<file path="config.mk">
export PLATFORM = sky130hd
export DESIGN_NAME = dmem_access_flat
export DESIGN_NICKNAME = d
export VERILOG_FILES = /design/src/rtl/arc_mem_pkg.sv /design/src/rtl/dmem_access_if.sv /design/src/rtl/dmem_store_align.sv /design/src/rtl/dmem_access.sv /design/src/flat_wrapper.sv
export SDC_FILE = /design/constraint.sdc
export NUM_CORES = 1
export LEC_CHECK = 0
export ABC_AREA = 1
export CORE_MARGIN = 2
export CORE_UTILIZATION = 40
export DETAILED_ROUTE_END_ITERATION = 8
export PLACE_DENSITY = 0.8
export SLEW_MARGIN = 20
export SYNTH_ARGS = -nofsm -noshare
export SYNTH_HDL_FRONTEND = slang
export SYNTH_SLANG_ARGS = --single-unit
</file>
<file path="constraint.sdc">
create_clock -name i_clk -period 1.8 [get_ports i_clk]
set_input_delay 0.27 -clock i_clk [delete_from_list [all_inputs] [get_ports i_clk]]
set_output_delay 0.27 -clock i_clk [all_outputs]
set_load 0.05 [all_outputs]
</file>
<file path="src/rtl/arc_mem_pkg.sv">
// Shared types for the MEM-stage data-memory access unit.
//   mem_size_e   : access size encoding from EX/MEM (3 is reserved, handled as word)
//   dmem_state_e : access FSM states
//   dmem_req_t   : latched bus request held stable while waiting for ack
package arc_mem_pkg;

  typedef enum logic [1:0] {SZ_BYTE, SZ_HALF, SZ_WORD} mem_size_e;
  typedef enum logic [1:0] {ST_IDLE, ST_REQ, ST_DONE} dmem_state_e;

  localparam logic [3:0] BE_ALL = 4'hF;

  typedef struct packed {
    logic        we;
    logic [31:0] addr;
    logic [31:0] wdata;
    logic [3:0]  be;
  } dmem_req_t;

endpackage

</file>
<file path="src/rtl/dmem_access_if.sv">
// Data-memory req/ack bus.
//   master (access unit): drives req, we, addr, wdata, be; receives ack, rdata
//   slave  (memory)     : the reverse
// rdata is valid in the same cycle as ack for loads.
interface dmem_access_if;
  logic        req;
  logic        we;
  logic [31:0] addr;
  logic [31:0] wdata;
  logic [3:0]  be;
  logic        ack;
  logic [31:0] rdata;

  modport master (output req, we, addr, wdata, be, input ack, rdata);
  modport slave  (input req, we, addr, wdata, be, output ack, rdata);
endinterface

</file>
<file path="src/rtl/dmem_store_align.sv">
// Combinational store-lane steering and alignment check.
//   size     : access size (0 byte, 1 half, 2/3 word)
//   addr_lo  : effective address bits [1:0]
//   storeval : register value to store
//   wdata    : value replicated across the lanes the size covers
//   be       : little-endian byte enables for the addressed lanes
//   misalign : half on odd address, or word on non-word-aligned address
module dmem_store_align
  import arc_mem_pkg::*;
(
  input  logic [1:0]  size,
  input  logic [1:0]  addr_lo,
  input  logic [31:0] storeval,
  output logic [31:0] wdata,
  output logic [3:0]  be,
  output logic        misalign
);

  always_comb begin
    wdata    = storeval;
    be       = BE_ALL;
    misalign = 1'b0;
    case (size)
      SZ_BYTE: begin
        wdata = {4{storeval[7:0]}};
        be    = 4'b0001 << addr_lo;
      end
      SZ_HALF: begin
        wdata    = {2{storeval[15:0]}};
        be       = addr_lo[1] ? 4'b1100 : 4'b0011;
        misalign = addr_lo[0];
      end
      // word and the reserved encoding
      default: misalign = |addr_lo;
    endcase
  end

endmodule

</file>
<file path="src/rtl/dmem_access.sv">
// MEM-stage data-memory access unit.
// Issues one load/store per instruction over the dmem req/ack bus, stalls the
// front of the pipeline until it retires, and presents the raw read word to MEM/WB.
// Ports:
//   i_clk, i_rst            : clock, synchronous active-high reset
//   i_data_alures           : effective address
//   i_data_storeval         : store value
//   i_con_Mmemread/write    : load / store in MEM (both set = load)
//   i_con_Msize             : access size
//   i_con_Mregwrite         : regwrite from EX/MEM
//   o_con_Mregwrite         : regwrite to MEM/WB, squashed while stalled/faulted
//   o_data_memout           : captured read word
//   o_stall                 : pipeline freeze
//   o_excp_misalign         : misaligned access flag
//   o_err_timeout           : timeout abort pulse
//   dmem                    : memory bus (master side)
// Build option: DMEM_TIMEOUT_EN adds a REQ watchdog that aborts after
// TIMEOUT_CYCLES cycles without ack and returns ERR_WORD.
module dmem_access
  import arc_mem_pkg::*;
#(
  parameter int          TIMEOUT_CYCLES = 256,
  parameter logic [31:0] ERR_WORD       = 32'hDEAD_BEEF
) (
  input  logic        i_clk,
  input  logic        i_rst,
  input  logic [31:0] i_data_alures,
  input  logic [31:0] i_data_storeval,
  input  logic        i_con_Mmemread,
  input  logic        i_con_Mmemwrite,
  input  logic [1:0]  i_con_Msize,
  input  logic        i_con_Mregwrite,
  output logic        o_con_Mregwrite,
  output logic [31:0] o_data_memout,
  output logic        o_stall,
  output logic        o_excp_misalign,
  output logic        o_err_timeout,
  dmem_access_if.master dmem
);

  dmem_state_e state, state_nxt;
  dmem_req_t   req_q;
  logic        req_vld;
  logic [31:0] rdata_q;
  logic [31:0] st_wdata;
  logic [3:0]  st_be;
  logic        misalign;
  logic        op;
  logic        tmo_hit;

  assign op = i_con_Mmemread | i_con_Mmemwrite;

  dmem_store_align u_align (
    .size     (i_con_Msize),
    .addr_lo  (i_data_alures[1:0]),
    .storeval (i_data_storeval),
    .wdata    (st_wdata),
    .be       (st_be),
    .misalign (misalign)
  );

`ifdef DMEM_TIMEOUT_EN
  localparam int CW = $clog2(TIMEOUT_CYCLES + 1);
  logic [CW-1:0] cnt;
  logic          err_q;

  assign tmo_hit       = (state == ST_REQ) && !dmem.ack && (cnt == CW'(TIMEOUT_CYCLES - 1));
  assign o_err_timeout = err_q;

  // Counts cycles spent in REQ; the abort pulse lands in the DONE cycle.
  always_ff @(posedge i_clk) begin
    if (i_rst) begin
      cnt   <= '0;
      err_q <= 1'b0;
    end else begin
      cnt   <= (state == ST_REQ) ? cnt + 1'b1 : '0;
      err_q <= tmo_hit;
    end
  end
`else
  logic [31:0] unused_cfg;
  assign unused_cfg    = 32'(TIMEOUT_CYCLES) ^ ERR_WORD;
  assign tmo_hit       = 1'b0;
  assign o_err_timeout = 1'b0;
`endif

  always_ff @(posedge i_clk) begin
    if (i_rst) state <= ST_IDLE;
    else       state <= state_nxt;
  end

  always_comb begin
    state_nxt       = state;
    o_stall         = 1'b0;
    o_excp_misalign = 1'b0;
    case (state)
      ST_IDLE: begin
        if (op) begin
          if (misalign) begin
            o_excp_misalign = 1'b1;
          end else begin
            o_stall   = 1'b1;
            state_nxt = ST_REQ;
          end
        end
      end
      ST_REQ: begin
        o_stall = 1'b1;
        if (dmem.ack || tmo_hit) state_nxt = ST_DONE;
      end
      ST_DONE: state_nxt = ST_IDLE;
      default: state_nxt = ST_IDLE;
    endcase
  end

  // A faulted access never writes back; o_err_timeout is only high in DONE.
  assign o_con_Mregwrite = i_con_Mregwrite & ~o_stall & ~o_excp_misalign & ~o_err_timeout;

  always_ff @(posedge i_clk) begin
    if (i_rst) begin
      req_vld <= 1'b0;
      req_q   <= '0;
      rdata_q <= '0;
    end else begin
      case (state)
        ST_IDLE: begin
          if (op && !misalign) begin
            req_vld    <= 1'b1;
            // memread wins when both are set
            req_q.we    <= ~i_con_Mmemread;
            req_q.addr  <= {i_data_alures[31:2], 2'b00};
            req_q.wdata <= i_con_Mmemread ? 32'h0 : st_wdata;
            req_q.be    <= i_con_Mmemread ? BE_ALL : st_be;
          end
        end
        ST_REQ: begin
          if (dmem.ack) begin
            req_vld <= 1'b0;
            if (!req_q.we) rdata_q <= dmem.rdata;
          end else if (tmo_hit) begin
            req_vld <= 1'b0;
            rdata_q <= ERR_WORD;
          end
        end
        default: ;
      endcase
    end
  end

  assign dmem.req      = req_vld;
  assign dmem.we       = req_q.we;
  assign dmem.addr     = req_q.addr;
  assign dmem.wdata    = req_q.wdata;
  assign dmem.be       = req_q.be;
  assign o_data_memout = rdata_q;

endmodule

</file>
<file path="src/flat_wrapper.sv">
// flat-port wrapper written by rule: the top's interface ports become plain ports
module dmem_access_flat import arc_mem_pkg::*;
#(
  parameter int          TIMEOUT_CYCLES = 256,
  parameter logic [31:0] ERR_WORD       = 32'hDEAD_BEEF
)
  (i_clk, i_rst, i_data_alures, i_data_storeval, i_con_Mmemread, i_con_Mmemwrite, i_con_Msize, i_con_Mregwrite, o_con_Mregwrite, o_data_memout, o_stall, o_excp_misalign, o_err_timeout, dmem_req, dmem_we, dmem_addr, dmem_wdata, dmem_be, dmem_ack, dmem_rdata);
  dmem_access_if dmem_i ();
  input  logic i_clk;
  input  logic i_rst;
  input  logic [31:0] i_data_alures;
  input  logic [31:0] i_data_storeval;
  input  logic i_con_Mmemread;
  input  logic i_con_Mmemwrite;
  input  logic [1:0] i_con_Msize;
  input  logic i_con_Mregwrite;
  output logic o_con_Mregwrite;
  output logic [31:0] o_data_memout;
  output logic o_stall;
  output logic o_excp_misalign;
  output logic o_err_timeout;
  output wire logic [$bits(dmem_i.req)-1:0] dmem_req;
  output wire logic [$bits(dmem_i.we)-1:0] dmem_we;
  output wire logic [$bits(dmem_i.addr)-1:0] dmem_addr;
  output wire logic [$bits(dmem_i.wdata)-1:0] dmem_wdata;
  output wire logic [$bits(dmem_i.be)-1:0] dmem_be;
  input wire logic [$bits(dmem_i.ack)-1:0] dmem_ack;
  input wire logic [$bits(dmem_i.rdata)-1:0] dmem_rdata;
  assign dmem_req = dmem_i.req;
  assign dmem_we = dmem_i.we;
  assign dmem_addr = dmem_i.addr;
  assign dmem_wdata = dmem_i.wdata;
  assign dmem_be = dmem_i.be;
  assign dmem_i.ack = dmem_ack;
  assign dmem_i.rdata = dmem_rdata;
  dmem_access #(.TIMEOUT_CYCLES(TIMEOUT_CYCLES), .ERR_WORD(ERR_WORD)) u_core (.i_clk(i_clk), .i_rst(i_rst), .i_data_alures(i_data_alures), .i_data_storeval(i_data_storeval), .i_con_Mmemread(i_con_Mmemread), .i_con_Mmemwrite(i_con_Mmemwrite), .i_con_Msize(i_con_Msize), .i_con_Mregwrite(i_con_Mregwrite), .o_con_Mregwrite(o_con_Mregwrite), .o_data_memout(o_data_memout), .o_stall(o_stall), .o_excp_misalign(o_excp_misalign), .o_err_timeout(o_err_timeout), .dmem(dmem_i));
endmodule
</file>
# [Word-level counts from Yosys, hierarchy flattened]
# Index checks and enable logic that the tools add are counted.
[word_totals] regBits=102 latchBits=0 mem_bits_rw=0 mem_bits_ro=0 in_bits=104 word_cells=50 n_memories=0
[op_classes] addsub=0 n_mul=0 div=0 magnitude_cmp=0 eq_ne=6 n_shift=1 mux=19 bitwise=7 reduce_logical=10
[op_table] op="32-bit one-hot mux with 2 select lines" count=1
[op_table] op="32-bit 2-to-1 mux" count=1
[op_table] op="3-bit AND reduction" count=3
[op_table] op="4-bit 2-to-1 mux" count=2
[op_table] op="4-bit one-hot mux with 2 select lines" count=1
[op_table] op="1-bit 2-to-1 mux" count=7
[op_table] op="2-bit 2-to-1 mux" count=3
[op_table] op="1-bit one-hot mux with 2 select lines" count=3
[op_table] op="2-bit by 1-bit == test with 1-bit output (second input constant)" count=2
[op_table] op="2-bit zero test" count=2
[op_table] op="2-bit by 1-bit inequality test with 1-bit output (second input constant)" count=2
[op_table] op="2-bit inequality test (second input constant)" count=2
[op_table] op="1-bit inverter" count=4
[op_table] op="2-bit one-hot mux with 2 select lines" count=1
[op_table] op="1-bit by 2-bit << shifter with 4-bit output (first input constant)" count=1
[op_table] op="1-bit bitwise AND" count=2
[op_table] op="2-bit AND reduction" count=1
[op_table] op="2-bit nonzero test" count=1
[op_table] op="2-bit OR reduction" count=1
[op_table] op="1-bit logical AND" count=1
[op_table] op="1-bit zero test" count=1
[op_table] op="1-bit bitwise OR" count=1

# [Longest topological paths before layout]
[logic_depth] ltp_word=8 depth_mapped=9 depth_no_buf=7

# [Hierarchy]
# From an unflattened synthesis, not the netlist that was laid out.
[hier_totals] cells_unflattened=640 hier_area_um2=4745.8
[modules_own_cells] module="dmem_access" instances=1 cells_each=540 area_per_inst_um2=4129.0 seq_area_each_um2=2042.0
[modules_own_cells] module="dmem_store_align" instances=1 cells_each=100 area_per_inst_um2=616.8 seq_area_each_um2=0.0

# [Least setup slack after synthesis]
# OpenSTA, ideal clock, no wires.
[synth_timing] kind="input to output" startpoint="input port i_con_Msize[1]" endpoint="output port o_con_Mregwrite" arrival_ns=2.229 path_slack_ns=-0.699 cell_stages=8 path_cell_list="buf_6 > nand2_1 > nand2_1 > o21ai_2 > nand3_2 > buf_4 > o21ai_0 > nor2_1"
[synth_via] elab_chain_len=8
[synth_lines] item="start, declared" line="flat_wrapper.sv:15" rtl="input logic [1:0] i_con_Msize;"
[synth_lines] item="2-bit by 1-bit == test with 1-bit output / 2-bit zero test (equally long branches)" line="dmem_store_align.sv:23" rtl="case (size)"
[synth_lines] item="1-bit one-hot mux with 2 select lines (*)" line="dmem_store_align.sv:23"
[synth_lines] item="1-bit 2-to-1 mux (*)" line="dmem_access.sv:99" rtl="if (misalign) begin"
[synth_lines] item="1-bit 2-to-1 mux (*)" line="dmem_access.sv:98" rtl="if (op) begin"
[synth_lines] item="1-bit one-hot mux with 2 select lines (*)" line="dmem_access.sv:96" rtl="case (state)"
[synth_lines] item="via o_stall" line="flat_wrapper.sv:19" rtl="output logic o_stall;"
[synth_lines] item="1-bit inverter (*)" line="dmem_access.sv:117" rtl="assign o_con_Mregwrite = i_con_Mregwrite & ~o_stall & ~o_excp_misalign & ~o_err_timeout;"
[synth_lines] item="1-bit bitwise AND (*) (2 in a row)" line="dmem_access.sv:117"
[synth_lines] item="end, declared" line="flat_wrapper.sv:17" rtl="output logic o_con_Mregwrite;"
# Mark *: on every way through the listed nets, which the timed path passes. The rest lies on a longest branch.

# [Final worst setup path]
[layout_timing] startpoint="register, netlist name u_core.dmem.wdata[7]" endpoint="output port dmem_wdata[7]"
[layout_lines] item="end, declared" line="flat_wrapper.sv:25" rtl="output wire logic [$bits(dmem_i.wdata)-1:0] dmem_wdata;"
# No word-level cell between the ends.

==> flow_summary.yaml <==
synthesis:
  synth.avg_cell_area_um2: 7.338
  netlist_instances: 576
  synthTopCellsByCount: "nor2_1, dfxtp_1, nand2_1"
  synth-edff-count: 0
  synth.largest_area_cell: "dfxtp_1"
  netlist_area_mm2: 0.004227
  yosysUniqueCellTypes: 23
  ys_ff_latch: 102
  yosysMostFrequentCell: "nor2_1"
  synth_top_area_frac: 0.4831
  synth_ff_type: "dfxtp_1"
  ys_warn_count: 0
  seq_area_frac_synth: 0.4831
  synthTopCellsByArea: "dfxtp_1, nor2_1, o21ai_0"
  synth-async-reset-ratio: 0
setup_path:
  crit_required_ns: 1.53
  critPathSlowestCell: "clkdlybuf4s50_1"
  start_kind: "flop"
  worstPathCellList: "clkdlybuf4s50_1"
  crit_buf_inv: 1
  critPathKind: "flop to primary output"
  reg2reg_to: "u_core.o_data_memout[11]"
  ff2ff_setup_slack_ns: 0.35
  reg2regPathDepth: 7
  arrival_ns: 1.49
  critical_path_peak_fanout: 2
  max_stage_delay_ns: 0.80
  cpLargestDelayFamily: "buffers and inverters"
  cp-end-kind: "primary output"
  r2r_start: "u_core.state[0]"
final_layout:
  antennaDiodeCount: 0
  drive_gt1_frac: 0.1111
  synthToLayoutAreaGrowth_pct: 58.97
  fin_nets: 882
sta:
  finalMaxSlewViolations: 0
  relSlewSlack: 0.6506
  hold_viol: 0
  grt_setup_unrepaired: "false"
  finalSetupViolations: 0
  setup_ws_ns: 0.03591
  fmax_mhz: 566.9
  tns_ns: 0
  fin_hold_ws_ns: 0.4327
  timing.final.crit_share: 0.9800
  finalClockSkew_ns: 0.009674
  fin_crit_ns: 1.764
  tightest_slew_ns: 0.5232
min_path:
  whs_endpoint: "u_core.dmem.be[1]"
  holdPathStages: 5
  hold_class: "input port to flop"
  hold_start: "i_data_alures[1]"
grt:
  grt_pass1_wl_um: 20730
  antenna_found_initial: 0
  track_usage: 0.2267
  first_global_vias: 4307
  grt_max_degree: 40
  gr-total-overflow: 0
routing:
  ant_nets: 0
  drtIter0Drc: 186
  wl_um: 13130
  num_vias: 4458
  wl_per_cell_um: 14.29
  drc_errors: 0
  firstDrtPassIters: 5
  vias_per_cell: 4.851
die:
  core_area_mm2: 0.01028
  start_util: 0.4112
  io_pins: 210
  dieHeight_um: 106.8
  die_area_mm2: 0.01140
  chipWidth_um: 106.8
  std_cell_rows: 37
placed_design:
  portBuffers: 206
  dp_hpwl_um: 9850
  place_congestion: 0.8573
  place_worst_setup_slack_ns: -0.1607
status:
  outcome: "finished clean"
pwr:
  ir_worst_vdd_v: 0.0005987
  cellLeakagePower_nw: 3.591
  power.density_mw_per_mm2: 862.2
job:
  maxCapViolations: 0
clocking:
  clk_path_buf_depth: 2
  cts_tree: "yes"
  cts.clk_slew.worst_paths_ns: 0.10
  cts_htree_levels: 3
  clock_sinks: 102
  clkLatencyLatePin_ns: 0.35
  root_buffer: "clkbuf_8"
  cts_buffers: 9
final cells by class:
cell class | count | area [um^2]
Fill cell | 889 | 3558
Timing Repair Buffer | 230 | 2320
Sequential cell | 102 | 2043
Multi-Input combinational cell | 409 | 1867
Tap cell | 136 | 170.2
Clock buffer | 11 | 151.4
Inverter | 26 | 102.6
Clock inverter | 5 | 65.06
state kept, by name (all words and copies together), names as in the netlist:
register and count:
u_core.dmem.addr 30, u_core.dmem.be 4, u_core.dmem.req 1, u_core.dmem.wdata 32, u_core.dmem.we 1, u_core.o_data_memout 32
u_core.state 2
worst max-delay path by stage:
stage,from,endpoint,slack (ns),cells past startpoint
2_1_floorplan,i_con_Msize[1],o_con_Mregwrite,0.18,8
3_3_place_gp,i_con_Msize[1],u_core.dmem.be[1],-0.06,9
3_5_place_dp,i_con_Msize[1],u_core.dmem.be[0],-0.16,9
4_1_cts,u_core.dmem.addr[23],dmem_addr[23],0.00007,1
5_1_grt,u_core.dmem.wdata[7],dmem_wdata[7],0.003,1
6_report,u_core.dmem.wdata[7],dmem_wdata[7],0.04,1
logic make-up after synthesis:
family | synth area share
AND/OR/NAND/NOR | 0.2803
AO/OA/AOI/OAI | 0.1542
flip-flops | 0.4831
buffers and inverters | 0.08141
other | 0.0008872
report_power, final:
group          internal [mW]  switching (mW)
Sequential              2.42          0.0864
Combinational          0.621            1.13
Clock                  0.734           0.801
routing by layer:
layer  part of all wire  GRT usage  vias to the layer above
li1                   -          -                     2222
met4              0.014    0.07699                        0
met1               0.40     0.2660                     2064
met2               0.51     0.3913                      158
met3              0.082    0.07112                       14
met5                  0          0                        -
stage by stage:
stage / util / total power, mW / cells / instance area, um^2
finish: 0.6538 / 5.793 / 919 / 6719
global route: 0.6538 / 6.055 / 919 / 6719
CTS: 0.6418 / 5.830 / 918 / 6596
detailed placement: 0.6270 / 4.367 / 902 / 6444
global placement: 0.6270 / 4.337 / 902 / 6444
floorplan: - / 3.636 / 578 / 4245
what timing repair did:
action / in CTS / in global routing
buffers inserted: 0 / 1
hold buffers: 0 / 0
gates resized for setup: 52 / 44
pin swaps: 0 / 3
setup endpoints to repair: 50 / 38
cells in the final DEF (no fill, tap or decap), types with 3 or more instances in the layout:
cell type | Yosys | layout
nand2_1 | 88 | 88
clkbuf_8 | 0 | 11
conb_1 | 1 | 3
nand3_2 | 13 | 13
inv_1 | 24 | 23
dlymetal6s2s_1 | 0 | 38
dlygate4sd2_1 | 0 | 51
clkdlybuf4s50_1 | 0 | 101
nor2_4 | 3 | 4
dfxtp_1 | 102 | 101
a21oi_2 | 6 | 6
o21ai_0 | 85 | 83
nand3_1 | 4 | 4
a21oi_1 | 30 | 30
buf_12 | 1 | 6
buf_4 | 6 | 32
o21ai_1 | 3 | 4
nor2_1 | 171 | 170
Power figures use the tool's default switching activity.
